**config.mk**
```make
export PLATFORM = sky130hd
export DESIGN_NAME = mux_rr_arbiter
export DESIGN_NICKNAME = d
export VERILOG_FILES = /design/src/rtl/mux_arb_pkg.sv /design/src/rtl/mux_rr_pick.sv /design/src/rtl/mux_rr_arbiter.sv
export SDC_FILE = /design/constraint.sdc
export NUM_CORES = 1
export LEC_CHECK = 0
export CORE_MARGIN = 1.5
export CORE_UTILIZATION = 40
export DETAILED_ROUTE_END_ITERATION = 7
export GPL_ROUTABILITY_DRIVEN = 0
export PLACE_DENSITY = 0.66
export SYNTH_ARGS = -nofsm -noshare
export SYNTH_HDL_FRONTEND = slang
export SYNTH_SLANG_ARGS = --single-unit
export TNS_END_PERCENT = 10
```
**constraint.sdc**
```tcl
create_clock -name clk -period 3.85 [get_ports clk]
set_input_delay 0.77 -clock clk [delete_from_list [all_inputs] [get_ports clk]]
set_output_delay 0.77 -clock clk [all_outputs]
set_load 0.02 [all_outputs]
```
**src/rtl/mux_arb_pkg.sv**
```systemverilog
// rtl/mux_arb_pkg.sv - shared sizes, state encoding and helpers for the mux round-robin arbiter
package mux_arb_pkg;

    localparam int N_SRC = 8;
    localparam int SEL_W = 3;
    localparam int CNT_W = 4;

    typedef enum logic {
        IDLE  = 1'b0,
        GRANT = 1'b1
    } arb_state_t;

    // One-hot grant vector for a source index
    function automatic logic [N_SRC-1:0] onehot(input logic [SEL_W-1:0] idx);
        logic [N_SRC-1:0] v;
        v = '0;
        v[idx] = 1'b1;
        return v;
    endfunction

endpackage

```
**src/rtl/mux_rr_pick.sv**
```systemverilog
// rtl/mux_rr_pick.sv - rotating priority encoder: first set req bit at or above ptr, wrapping
module mux_rr_pick
    import mux_arb_pkg::*;
(
    input  logic [N_SRC-1:0] req,
    input  logic [SEL_W-1:0] ptr,
    output logic             any,
    output logic [SEL_W-1:0] idx
);

    logic [SEL_W-1:0] cand;

    // Scan from the farthest offset down so the nearest requester to ptr wins last
    always_comb begin
        any  = 1'b0;
        idx  = ptr;
        cand = ptr;
        for (int k = N_SRC - 1; k >= 0; k--) begin
            cand = ptr + SEL_W'(k);
            if (req[cand]) begin
                any = 1'b1;
                idx = cand;
            end
        end
    end

endmodule

```
**src/rtl/mux_rr_arbiter.sv**
```systemverilog
// rtl/mux_rr_arbiter.sv - burst-limited round-robin arbiter driving a registered 8:1 data mux (optional MUX_ARB_LOCK_EN adds lock)
module mux_rr_arbiter
    import mux_arb_pkg::*;
#(
    parameter int MAX_BURST = 4
)(
    input  logic             clk,
    input  logic             rst,
`ifdef MUX_ARB_LOCK_EN
    input  logic             lock,
`endif
    input  logic [N_SRC-1:0] req,
    input  logic [N_SRC-1:0] in,
    output logic [N_SRC-1:0] gnt,
    output logic [SEL_W-1:0] s,
    output logic             out,
    output logic             out_vld
);

    localparam logic [CNT_W-1:0] BURST_MAX = CNT_W'(MAX_BURST);

    arb_state_t       state;
    logic [SEL_W-1:0] ptr;
    logic [CNT_W-1:0] count;

    logic [SEL_W-1:0] pick_ptr;
    logic             pick_any;
    logic [SEL_W-1:0] pick_idx;
    logic             others;
    logic             hold;
    logic             grant_end;

`ifdef MUX_ARB_LOCK_EN
    // Lock only matters while the current owner is still requesting
    assign hold = lock & req[s];
`else
    assign hold = 1'b0;
`endif

    // While granting, the next winner is searched from s+1 so a hand-off needs no idle cycle
    assign pick_ptr  = (state == GRANT) ? s + SEL_W'(1) : ptr;
    assign others    = |(req & ~gnt);
    assign grant_end = ~req[s] | ((count == BURST_MAX) & others & ~hold);

    mux_rr_pick u_pick (
        .req (req),
        .ptr (pick_ptr),
        .any (pick_any),
        .idx (pick_idx)
    );

    // Arbitration FSM with registered grant, select, burst count and mux output
    always_ff @(posedge clk or posedge rst) begin
        if (rst) begin
            state   <= IDLE;
            gnt     <= '0;
            s       <= '0;
            out     <= 1'b0;
            out_vld <= 1'b0;
            ptr     <= '0;
            count   <= '0;
        end else begin
            out     <= in[s];
            out_vld <= (state == GRANT);
            case (state)
                IDLE: begin
                    if (pick_any) begin
                        state <= GRANT;
                        gnt   <= onehot(pick_idx);
                        s     <= pick_idx;
                        count <= CNT_W'(1);
                    end
                end
                GRANT: begin
                    if (grant_end) begin
                        ptr <= s + SEL_W'(1);
                        if (pick_any) begin
                            gnt   <= onehot(pick_idx);
                            s     <= pick_idx;
                            count <= CNT_W'(1);
                        end else begin
                            state <= IDLE;
                            gnt   <= '0;
                        end
                    end else if (count != BURST_MAX) begin
                        count <= count + CNT_W'(1);
                    end
                end
                default: begin
                    state <= IDLE;
                    gnt   <= '0;
                end
            endcase
        end
    end

endmodule
```
==> run_results.csv <==
group,metric,value,unit
worst_setup_path,crit_path_start_kind,"register",
place,port_buffers,30,
worst_setup_path,crit_fanout,17,
layout,most-common-layout-cells,"30 x clkdlybuf4s50_1, 21 x dfrtp_1, 18 x nand2_1",
die,fp.dieW,79.30,um
routing,first_pass_iters,4,
clock_network,worstSkewPairLatency,270,ps
worst_setup_path,arrival,3630,ps
grt,grt_pass1_wl,10.97,mm
synth,yosys_warnings,0,
layout,layout.nets,298,
sta,fin_crit,3464,ps
sta,fmax,288.7,MHz
synth,synth.distinct_cells,70,
layout,multi_input_area,1644,um^2
worst_hold_path,worstHoldStart,"count[3]",
clock_network,root_buffer,"clkbuf_8",
routing,drtIter0Drc,237,
sta,fin_skew,11.82,ps
die,rows,27,
synth,syn_area,2328,um^2
grt,grt_pass1_vias,2142,
layout,mostFrequentLayoutCell,"clkdlybuf4s50_1",
routing,routedWlPerCell,18.92,um
clock_network,path_clk_slew,90,ps
die,io-pin-count,31,
worst_hold_path,whs_path_depth,1,
die,fp.dieH,79.30,um
worst_setup_path,slowest_stage,"mux4_2",
worst_setup_path,cp_num_buf_inv,1,
place,post-place-ws,374.0,ps
worst_setup_path,critPathMaxStageDelay,630,ps
sta,setup_ws,385.7,ps
worst_setup_path,worstRegToRegCells,11,
clock_network,cts_setup_buffers,0,
routing,post_drt_via_cell_ratio,6.337,
worst_hold_path,min_to,"count[3]",
worst_setup_path,worstSetupEndpointType,"register",
layout,ff_latch_area,525.5,um^2
routing,vias,2199,
layout,fill_cells,540,
synth,ys_async_sr_fraction,1.000,
die,fp.coreArea,5574,um^2
routing,wl,6.566,mm
synth,synth-seq-cells,21,
sta,tns,0,ps
routing,drcViolationCount,0,
run,drv_cap,0,
synth,synth.avg_cell_area,9.465,um^2
clock_network,ctsHtreeMaxLevel,1,
place,dp_hpwl,5.023,mm
synth,yosysSeqAreaShare,0.2257,
grt,grt_max_degree,22,
grt,grt_usage,0.2237,
layout,synthToLayoutAreaGrowth,17.79,%
worst_setup_path,r2r_end,"gnt[3]",
sta,drv_slew,0,
layout,layout-drive-gt1-share,0.2000,
layout,antenna_cells,0,
outcome,outcome,"finished clean",
die,initial_core_util,0.4177,
clock_network,tritoncts,"yes",
sta,finalCritPeriodShare,0.8998,
grt,antenna_found_initial,0,
synth,synth_edf_count,0,
worst_setup_path,crit_chain,"or2_1 -> nand2_8 -> inv_4 -> ha_1 -> a211o_2 -> nand2_1 -> mux4_2 -> nor2_1 -> o21ai_0 -> o41a_1 -> o31ai_1",
clock_network,numClockSinks,21,
clock_network,cts_resized,0,
clock_network,ctsHoldBuffers,0,
worst_setup_path,critPathKind,"register to register",
grt,grt.overflow.total,0,
worst_setup_path,r2r_start,"ptr[0]",
sta,slew_headroom,0.4642,
routing,ant_nets,0,
sta,finalSetupViolCount,0,
sta,report.final.hold_viol_count,0,
synth,synth-main-ff-cell,"dfrtp_1",
synth,synthCells,246,
layout,fin_util,0.4920,
worst_setup_path,crit_family,"simple AND/OR/NAND/NOR gates",
sta,rsz0062_at_grt,"false",
sta,worst_slew_pin_slew,802.8,ps
clock_network,cts_max_path_buffers,2,
clock_network,numCtsBuffers,3,
worst_setup_path,reg2reg_slack,390,ps
synth,syn_nets,268,
worst_hold_path,hold_path_class,"register to register",
die,dieArea,6288,um^2
worst_setup_path,required,4020,ps
-- state kept, by name, summed over array words and instances, names as in the netlist --
signal / count
count: 4
out: 1
out_vld: 1
ptr: 3
state: 1
gnt: 8
s: 3
-- synth_stat cells (3+ instances only) --
cell type / instances / area share
dfrtp_1: 21 / 0.23
nand2_1: 18 / 0.029
inv_1: 16 / 0.026
nand3_1: 15 / 0.032
o21ai_0: 15 / 0.032
mux4_2: 11 / 0.11
a21oi_1: 10 / 0.021
o31ai_1: 9 / 0.029
nor3_1: 8 / 0.017
mux2i_1: 7 / 0.030
nor2_1: 7 / 0.011
o22ai_1: 6 / 0.016
and2_1: 5 / 0.013
clkbuf_1: 5 / 0.0081
mux2_2: 5 / 0.024
o211ai_1: 5 / 0.016
buf_6: 4 / 0.019
ha_1: 4 / 0.021
a21o_1: 3 / 0.0097
a31oi_1: 3 / 0.0081
buf_2: 3 / 0.0064
mux2i_4: 3 / 0.029
o221ai_1: 3 / 0.011
-- logic make-up after synthesis --
logic type	synth area share
fa+ha+maj	0.02149
flops	0.2257
simple gates	0.1768
compound gates	0.2810
buf+inv	0.06824
xor+xnor	0.02579
mux	0.2010
-- metal layers --
metal / vias to the layer above / track usage / routed length [um]
li1: 1014 / - / -
met1: 1085 / 0.3200 / 2888
met2: 90 / 0.3598 / 3110
met3: 10 / 0.01839 / 453
met4: 0 / 0.06491 / 113
met5: - / 0 / 0
-- area by class of cell --
class                           count  area share
Clock inverter                      1    0.001825
Tap cell                           72     0.03285
Sequential cell                    21      0.1916
Timing Repair Buffer               38      0.1314
Inverter                           19     0.02783
Multi-Input combinational cell    193      0.5995
Clock buffer                        3     0.01505
-- stage by stage --
stage	instances	cell area (um^2)	hold slack (ps)
6_report	347	2743	505.9
5_1_grt	347	2743	536.6
4_1_cts	347	2743	505.8
3_5_place_dp	343	2696	493.8
3_3_place_gp	343	2696	491.7
2_1_floorplan	246	2328	462.4
-- worst max path at each step --
| stage | startpoint | to | slack [ps] | cells past startpoint |
|---|---|---|---|---|
| floorplan | s[1] | gnt[6] | 260 | 12 |
| global placement | req[0] | gnt[6] | 390 | 9 |
| detailed placement | req[0] | gnt[3] | 370 | 9 |
| CTS | ptr[0] | gnt[3] | 440 | 11 |
| global route | ptr[0] | gnt[1] | 160 | 12 |
| finish | ptr[0] | gnt[3] | 390 | 11 |
-- worst reg2reg max path: cells and delay by family, from the launching register on --
kind                       cells  cell delay [ps]
AOI/OAI and AO/OA              4              980
buffers and inverters          1              110
DFF                            1              410
muxes                          1              630
and+or+nand+nor                4              980
adders and majority gates      1              260
Power is left out: the tool's default activity adds up to more than one toggle a clock period on the data nets, which glitch-free logic cannot reach.
